[src/rtl/risc_rf_pkg.sv]
// Shared types, defaults and helpers for the multi-port RISC-V register file.
package risc_rf_pkg;

  typedef enum logic {RF_CLEAR, RF_RUN} rf_state_t;

  localparam int RF_XLEN_DEFAULT     = 32;
  localparam int RF_NUM_REGS_DEFAULT = 32;

  function automatic logic rf_addr_valid(input int unsigned addr, input int unsigned num_regs);
    return addr < num_regs;
  endfunction

endpackage

[src/rtl/risc_rf_read_port.sv]
// One registered read port: x0/out-of-range zeroing, optional write bypass, output flop.
// RISC_RF_BYPASS_EN selects write-first behaviour on a same-edge address match.
module risc_rf_read_port
  import risc_rf_pkg::*;
#(
  parameter int XLEN     = RF_XLEN_DEFAULT,
  parameter int NUM_REGS = RF_NUM_REGS_DEFAULT,
  parameter int ADDR_W   = $clog2(NUM_REGS)
) (
  input  logic                              clk,
  input  logic                              reset,
  input  logic                              i_run,
  input  logic                              i_ren,
  input  logic [ADDR_W-1:0]                 i_addr,
  input  logic [NUM_REGS-1:0][XLEN-1:0]     i_regs,
  input  logic                              i_wr_ok,
  input  logic [ADDR_W-1:0]                 i_wr_addr,
  input  logic [XLEN-1:0]                   i_wr_data,
  output logic [XLEN-1:0]                   o_data
);

  logic [XLEN-1:0] w_rd_val;
  logic [XLEN-1:0] r_data;

  always_comb begin
    w_rd_val = '0;
    if (i_addr != '0 && rf_addr_valid(32'(i_addr), NUM_REGS))
      w_rd_val = i_regs[i_addr];
`ifdef RISC_RF_BYPASS_EN
    // i_wr_ok already excludes x0, out-of-range and CLEAR, so a match is always a legal write
    if (i_wr_ok && i_wr_addr == i_addr)
      w_rd_val = i_wr_data;
`endif
  end

`ifndef RISC_RF_BYPASS_EN
  logic w_unused_byp;
  assign w_unused_byp = ^{i_wr_ok, i_wr_addr, i_wr_data};
`endif

  always_ff @(posedge clk or posedge reset) begin
    if (reset)
      r_data <= '0;
    else if (i_run && i_ren)
      r_data <= w_rd_val;
  end

  assign o_data = r_data;

endmodule

[src/rtl/risc_regfile_multiport.sv]
// RISC-V integer register file: NUM_READ registered read ports, one write port, x0 hardwired,
// post-reset sequential clear. Define RISC_RF_BYPASS_EN for write-first same-edge reads.
module risc_regfile_multiport
  import risc_rf_pkg::*;
#(
  parameter int XLEN     = RF_XLEN_DEFAULT,
  parameter int NUM_REGS = RF_NUM_REGS_DEFAULT,
  parameter int NUM_READ = 2,
  parameter int ADDR_W   = $clog2(NUM_REGS)
) (
  input  logic                       clk,
  input  logic                       reset,
  input  logic [NUM_READ*ADDR_W-1:0] rs_addr,
  input  logic                       read_enable,
  input  logic [ADDR_W-1:0]          rd,
  input  logic [XLEN-1:0]            rd_data,
  input  logic                       write_enable,
  output logic [NUM_READ*XLEN-1:0]   rs_data,
  output logic                       ready
);

  localparam logic [ADDR_W-1:0] LAST_IDX = ADDR_W'(NUM_REGS - 1);

  rf_state_t                     r_state, w_state_nxt;
  logic [ADDR_W-1:0]             r_clr_idx, w_clr_idx_nxt;
  logic [NUM_REGS-1:0][XLEN-1:0] r_regs;
  logic                          w_run;
  logic                          w_wr_ok;

  always_ff @(posedge clk or posedge reset) begin
    if (reset) begin
      r_state   <= RF_CLEAR;
      r_clr_idx <= ADDR_W'(1);
    end else begin
      r_state   <= w_state_nxt;
      r_clr_idx <= w_clr_idx_nxt;
    end
  end

  always_comb begin
    w_state_nxt   = r_state;
    w_clr_idx_nxt = r_clr_idx;
    case (r_state)
      RF_CLEAR: begin
        if (r_clr_idx == LAST_IDX) w_state_nxt   = RF_RUN;
        else                       w_clr_idx_nxt = r_clr_idx + 1'b1;
      end
      default: w_state_nxt = RF_RUN;
    endcase
  end

  assign w_run   = (r_state == RF_RUN);
  assign ready   = w_run;
  assign w_wr_ok = w_run && write_enable && rd != '0 && rf_addr_valid(32'(rd), NUM_REGS);

  // Entry 0 is never written; every read port masks it to zero.
  always_ff @(posedge clk) begin
    if (!w_run)
      r_regs[r_clr_idx] <= '0;
    else if (w_wr_ok)
      r_regs[rd] <= rd_data;
  end

  for (genvar p = 0; p < NUM_READ; p++) begin : g_rp
    risc_rf_read_port #(
      .XLEN     (XLEN),
      .NUM_REGS (NUM_REGS),
      .ADDR_W   (ADDR_W)
    ) u_rp (
      .clk       (clk),
      .reset     (reset),
      .i_run     (w_run),
      .i_ren     (read_enable),
      .i_addr    (rs_addr[p*ADDR_W +: ADDR_W]),
      .i_regs    (r_regs),
      .i_wr_ok   (w_wr_ok),
      .i_wr_addr (rd),
      .i_wr_data (rd_data),
      .o_data    (rs_data[p*XLEN +: XLEN])
    );
  end

endmodule

[config.mk]
export PLATFORM = sky130hd
export DESIGN_NAME = risc_regfile_multiport
export DESIGN_NICKNAME = d
export VERILOG_FILES = /design/src/rtl/risc_rf_pkg.sv /design/src/rtl/risc_rf_read_port.sv /design/src/rtl/risc_regfile_multiport.sv
export SDC_FILE = /design/constraint.sdc
export NUM_CORES = 2
export LEC_CHECK = 0
export CAP_MARGIN = 5
export CORE_UTILIZATION = 40
export DETAILED_ROUTE_END_ITERATION = 8
export PLACE_DENSITY = 0.54
export SYNTH_ARGS = -nofsm -noshare
export SYNTH_HDL_FRONTEND = slang
export SYNTH_SLANG_ARGS = --single-unit
[constraint.sdc]
create_clock -name clk -period 7.92 [get_ports clk]
set_input_delay 1.188 -clock clk [delete_from_list [all_inputs] [get_ports clk]]
set_output_delay 1.188 -clock clk [all_outputs]
set_load 0.1 [all_outputs]
# Yosys cells after proc, flatten, opt, wreduce, memory -nomap -nowiden
# Index checks and enable logic that the tools add are counted.
[totals] elab_cells=73 register_bits=1094 out_inout_bits=65 in_bits=51
[op_classes] mux=15 n_reduce_logical=9 n_bitwise=4 n_eq_ne=2 magnitude_cmp=6 addsub=1
[op_table] operator="1024-bit 2-to-1 mux" n=2
[op_table] operator="1024-bit bitwise AND" n=1
[op_table] operator="1024-bit bitwise mux" n=1
[op_table] operator="1024-bit inverter" n=1
[op_table] operator="32-bit binary-select mux with 5-bit select" n=2
[op_table] operator="32-bit demux with 5-bit select" n=2
[op_table] operator="32-bit 2-to-1 mux" n=6
[op_table] operator="5-bit by 6-bit less-than comparator with 1-bit output (second input constant)" n=4
[op_table] operator="5-bit nonzero test" n=3
[op_table] operator="5-bit by 1-bit greater-or-equal comparator with 1-bit output (second input constant)" n=2
[op_table] operator="5-bit by 1-bit adder with 5-bit output (second input constant)" n=1
[op_table] operator="5-bit equality test (second input constant)" n=1
[op_table] operator="1-bit logical AND" n=5
[op_table] operator="1-bit 2-to-1 mux" n=2
[op_table] operator="2-bit by 1-bit inequality test with 1-bit output (second input constant)" n=1
[op_table] operator="1-bit inverter" n=2
[op_table] operator="2-bit AND reduction" n=1

# Logic depth before layout (Yosys ltp)
[logic_depth] ltp_word=7 depth_mapped=8 depth_no_buf=6

# Cells and area by module
# Synthesis repeated with hierarchy kept, for this count alone.
[unflattened] cells_unflattened=4443 hier_area_um2=62303.5
[modules_own_cells] mod="risc_regfile_multiport" n_inst=1 area_each_um2=42917.4 cells_per_inst=2579 seq_area_each_um2=30900.9
[modules_own_cells] mod="risc_rf_read_port" n_inst=2 area_each_um2=9693.0 cells_per_inst=932 seq_area_each_um2=800.8

# Least setup slack after synthesis
# OpenSTA, ideal clock, no wires.
[synth_path] kind="input-to-reg" start="input port rd[0]" end="register r_regs[896] in the netlist's numbering, enable pin" t_required_ns=7.454 setup_time_ns=0.466 setup_slack_ns=2.973 stages=5 t_arrival_ns=4.482 path_buffers=2 cell_sequence="or3b_2 clkbuf_1 nand2b_1 clkbuf_1 o21ai_0"
[synth_between] elab_chain_len=3
[synth_rtl] element="from (decl)" line="risc_regfile_multiport.sv:15" text="input logic [ADDR_W-1:0] rd,"
[synth_rtl] element="5-bit nonzero test" line="risc_regfile_multiport.sv:54" text="assign w_wr_ok = w_run && write_enable && rd != '0 && rf_addr_valid(32'(rd), NUM_REGS);"
[synth_rtl] element="1-bit logical AND" line="risc_regfile_multiport.sv:54"
[synth_rtl] element="2-bit by 1-bit inequality test with 1-bit output (no line)"
[synth_rtl] element="to (signal, indexed assignment)" line="risc_regfile_multiport.sv:61" text="r_regs[rd] <= rd_data;"
[synth_rtl] element="to (decl)" line="risc_regfile_multiport.sv:26" text="logic [NUM_REGS-1:0][XLEN-1:0] r_regs;"
# No other way between the ends.
# A chain may end at the register's enable or synchronous reset.

# Worst setup path in the final report
[layout_path] start="input port rd[3]" end="register r_regs[309] in the netlist's numbering, enable pin"
# Same word-level chain as after synthesis.

==> flow_summary.json <==
{
  "status": "completed",
  "finClkSkew_ns": 0.0250,
  "cpMaxStageDelayCell": "o31ai_4",
  "ys_types": 49,
  "ff_latch_area_um2": 32500,
  "synth_xor_area_share_pct": 0.0435,
  "dp.cells": 5754,
  "internal-power_w": 0.0103,
  "synth_seq_area_share_pct": 53.9,
  "cp-start-kind": "primary input",
  "grt_overflow_total": 0,
  "syn-num-nets": 4028,
  "avgSynthCellArea_um2": 15.2,
  "finalSetupViolCount": 0,
  "worst-slew-pin-transition_ns": 1.33,
  "drt_iter0_markers": 6033,
  "seq_power_share_pct": 46.7,
  "critical_path_class": "primary input to flip-flop",
  "synth_compound_area_share_pct": 17.5,
  "die_w_um": 390,
  "grt_pass1_wl_um": 326000,
  "synthArstFlopShare_pct": 6.40,
  "routabilityCongestion": 0.852,
  "min_period_ns": 4.37,
  "drv_cap": 0,
  "cellLeakagePower_nw": 18.9,
  "wl_um": 231000,
  "fmax_ghz": 0.229,
  "grt_pass1_vias": 40700,
  "drtAntennaViolNets": 0,
  "p_per_area_nw_per_um2": 202,
  "instances_no_fill": 5984,
  "clk_pin_slew_worst_paths_ns": 0.06,
  "drive_gt1_share_pct": 27.4,
  "io_buffers": 115,
  "synth_fa_ha_area_share_pct": 0.104,
  "synth_top_cell_by_area": "edfxtp_1",
  "cts_hold_buf": 0,
  "areaGrowthSynthToFinish_pct": 13.5,
  "critPathMaxFanout": 20,
  "synth-simple-area-share_pct": 3.09,
  "cts_sinks": 1094,
  "cts_setup_buffers": 0,
  "synth_flop_cell": "edfxtp_1",
  "reg2reg_slack_ns": 4.36,
  "period_share_pct": 55.2,
  "antenna_found_initial": 6,
  "critPathMaxStageDelay_ns": 1.11,
  "ys_ff_latch": 1094,
  "relSlewSlack_pct": 11.3,
  "hold_viol_final": 0,
  "nFillCells": 13000,
  "dieArea_um2": 152000,
  "multi_input_area_um2": 26800,
  "synth.mux.area_fraction_pct": 22.0,
  "synth.top_cell.area_share_pct": 50.9,
  "synth_edf_count": 1024,
  "min_path_type": "flip-flop to flip-flop",
  "track_usage_pct": 30.1,
  "arrival_ns": 4.79,
  "start_util_pct": 40.3,
  "remaining_drc_errors": 0,
  "path_cells": "clkdlybuf4s50_1 -> or3_1 -> o21ai_4 -> o31ai_4 -> buf_4",
  "root_buffer": "clkbuf_16",
  "rows": 142,
  "max-vdd-ir-drop_mv": 0.188,
  "slew_viol_final": 0,
  "syn_area_um2": 60400,
  "hpwl_um": 137000,
  "setup_slack_ns": 3.55,
  "dr.pass1.iters": 5,
  "io_pins": 116,
  "ctsHtreeMaxLevel": 4,
  "yosysMostFrequentCell": "edfxtp_1",
  "clock_latency_ns": 0.78,
  "core_area_um2": 150000,
  "synth_top_family_by_area": "multiplexers",
  "nets": 3926,
  "grt_max_degree": 110,
  "n_antenna_cell": 0,
  "switching_share_pct": 25.8,
  "cts_buffer_depth": 3,
  "fin_setup_tns_ns": 0,
  "syn_inst": 3972,
  "required_ns": 8.33,
  "comb_power_share_pct": 9.2,
  "viasPerCell": 7.15,
  "cts_tree": "yes",
  "cts_buffers": 130,
  "grt_setup_unrepaired": "no",
  "ctsResizeCount": 0,
  "yosys-top-cells-count": "edfxtp_1 (1024), a22o_1 (896), mux4_2 (533)",
  "dp_slack_ns": 2.92,
  "wl_per_cell_um": 38.6,
  "switching_power_w": 0.00357,
  "end_kind": "flip-flop",
  "pwr-share-clk_pct": 44.1,
  "synthTopCellsByArea": "edfxtp_1 (51%), mux4_2 (20%), a22o_1 (13%)",
  "fp.dieH_um": 390,
  "yosys_warnings": 0,
  "num_vias": 42800
}
-- cell type report --
type,count,area share [%]
Sequential cell,1094,47.5
Clock inverter,51,0.649
Tap cell,2016,3.68
Inverter,7,0.0420
Multi-Input combinational cell,2370,39.2
Clock buffer,179,5.48
Timing Repair Buffer,267,3.48
-- worst max-delay path: cells and delay by family --
| family | cells | cell delay [ns] |
|---|---|---|
| AND/OR/NAND/NOR | 1 | 0.71 |
| buffers and inverters | 2 | 1.40 |
| AO/OA/AOI/OAI | 2 | 1.42 |
-- per-layer routing --
layer  routed length, um  part of all wire [%]  GRT usage, %  up-vias
li1                    -                     -             -    16700
met1               93800                    41          43.7    22700
met2              101000                    44          43.3     3068
met3               31300                    14          10.2      338
met4                4960                   2.1          6.93        8
met5                 225                 0.097         0.829        -
-- placed cells by master (no fill, tap or decap), types with 5 or more instances in the layout --
cell and count:
mux2_2 58, o21ai_4 5, clkinvlp_4 6, nand2_1 205, a22oi_1 16, edfxtp_1 1024, nand2b_1 10, clkbuf_16 141
nand3b_1 6, a31oi_4 16, nor2b_1 44, buf_4 147, mux2i_1 64, o41ai_1 5, clkbuf_1 30, clkbuf_8 8
bufinv_16 7, o22ai_1 79, clkdlybuf4s50_1 108, and2_2 7, o31ai_1 27, a22o_1 896, dfrtp_1 68, ha_1 5
clkinv_2 25, buf_12 6, nand3_1 5, mux4_2 533, o31ai_4 25, nor2_4 26, and2_1 29, a21oi_1 16
clkinv_1 10, a221o_1 29, o21ai_0 134, a211oi_1 38, or2_2 34, a21oi_4 16
-- registers in the layout (all words and copies together), names as in the netlist --
name,cells
g_rp.u_rp.o_data,64
r_clr_idx,5
r_regs,1024
ready,1
-- kinds of logic (layout without fill, tap and decap cells) --
family | count (synthesis) | count (layout)
AO/OA/AOI/OAI | 1314 | 1314
XOR/XNOR | 3 | 3
adder cells (fa/ha/maj) | 5 | 5
buffers and inverters | 508 | 504
flip-flops | 1094 | 1094
multiplexers | 655 | 655
AND/OR/NAND/NOR | 393 | 393
-- power by group through the flow --
stage	Combinational (W)	Sequential, W	Clock [W]
2_1_floorplan	0.000573	0.00678	0
3_3_place_gp	0.00125	0.00657	0
3_5_place_dp	0.00126	0.00657	0
4_1_cts	0.00126	0.00645	0.00615
5_1_grt	0.00131	0.00646	0.00635
6_report	0.00127	0.00645	0.00610
-- path summary, 6_finish.rpt --
kind,cells after the start,startpoint,end
max in group asynchronous,3,reset,ready
worst min-delay path,2,g_rp[1].u_rp.o_data[18],g_rp[1].u_rp.o_data[18]
min in group asynchronous,2,reset,g_rp[0].u_rp.o_data[20]
worst max register to register,5,ready,g_rp[0].u_rp.o_data[27]
worst min register to register,2,g_rp[1].u_rp.o_data[18],g_rp[1].u_rp.o_data[18]
worst max-delay path,5,rd[3],r_regs[309]
-- stage by stage --
step                utilization, %  total power (W)  hold WS (ns)  cell area [um2]
detailed placement            42.9          0.00783         0.518            64300
floorplan                        -          0.00735         0.505            60400
global placement              42.9          0.00782         0.515            64300
global route                  45.7           0.0141         0.541            68500
CTS                           45.7           0.0139         0.532            68500
finish                        45.7           0.0138         0.520            68500
Note: power is estimated with default switching activity, not from simulation.
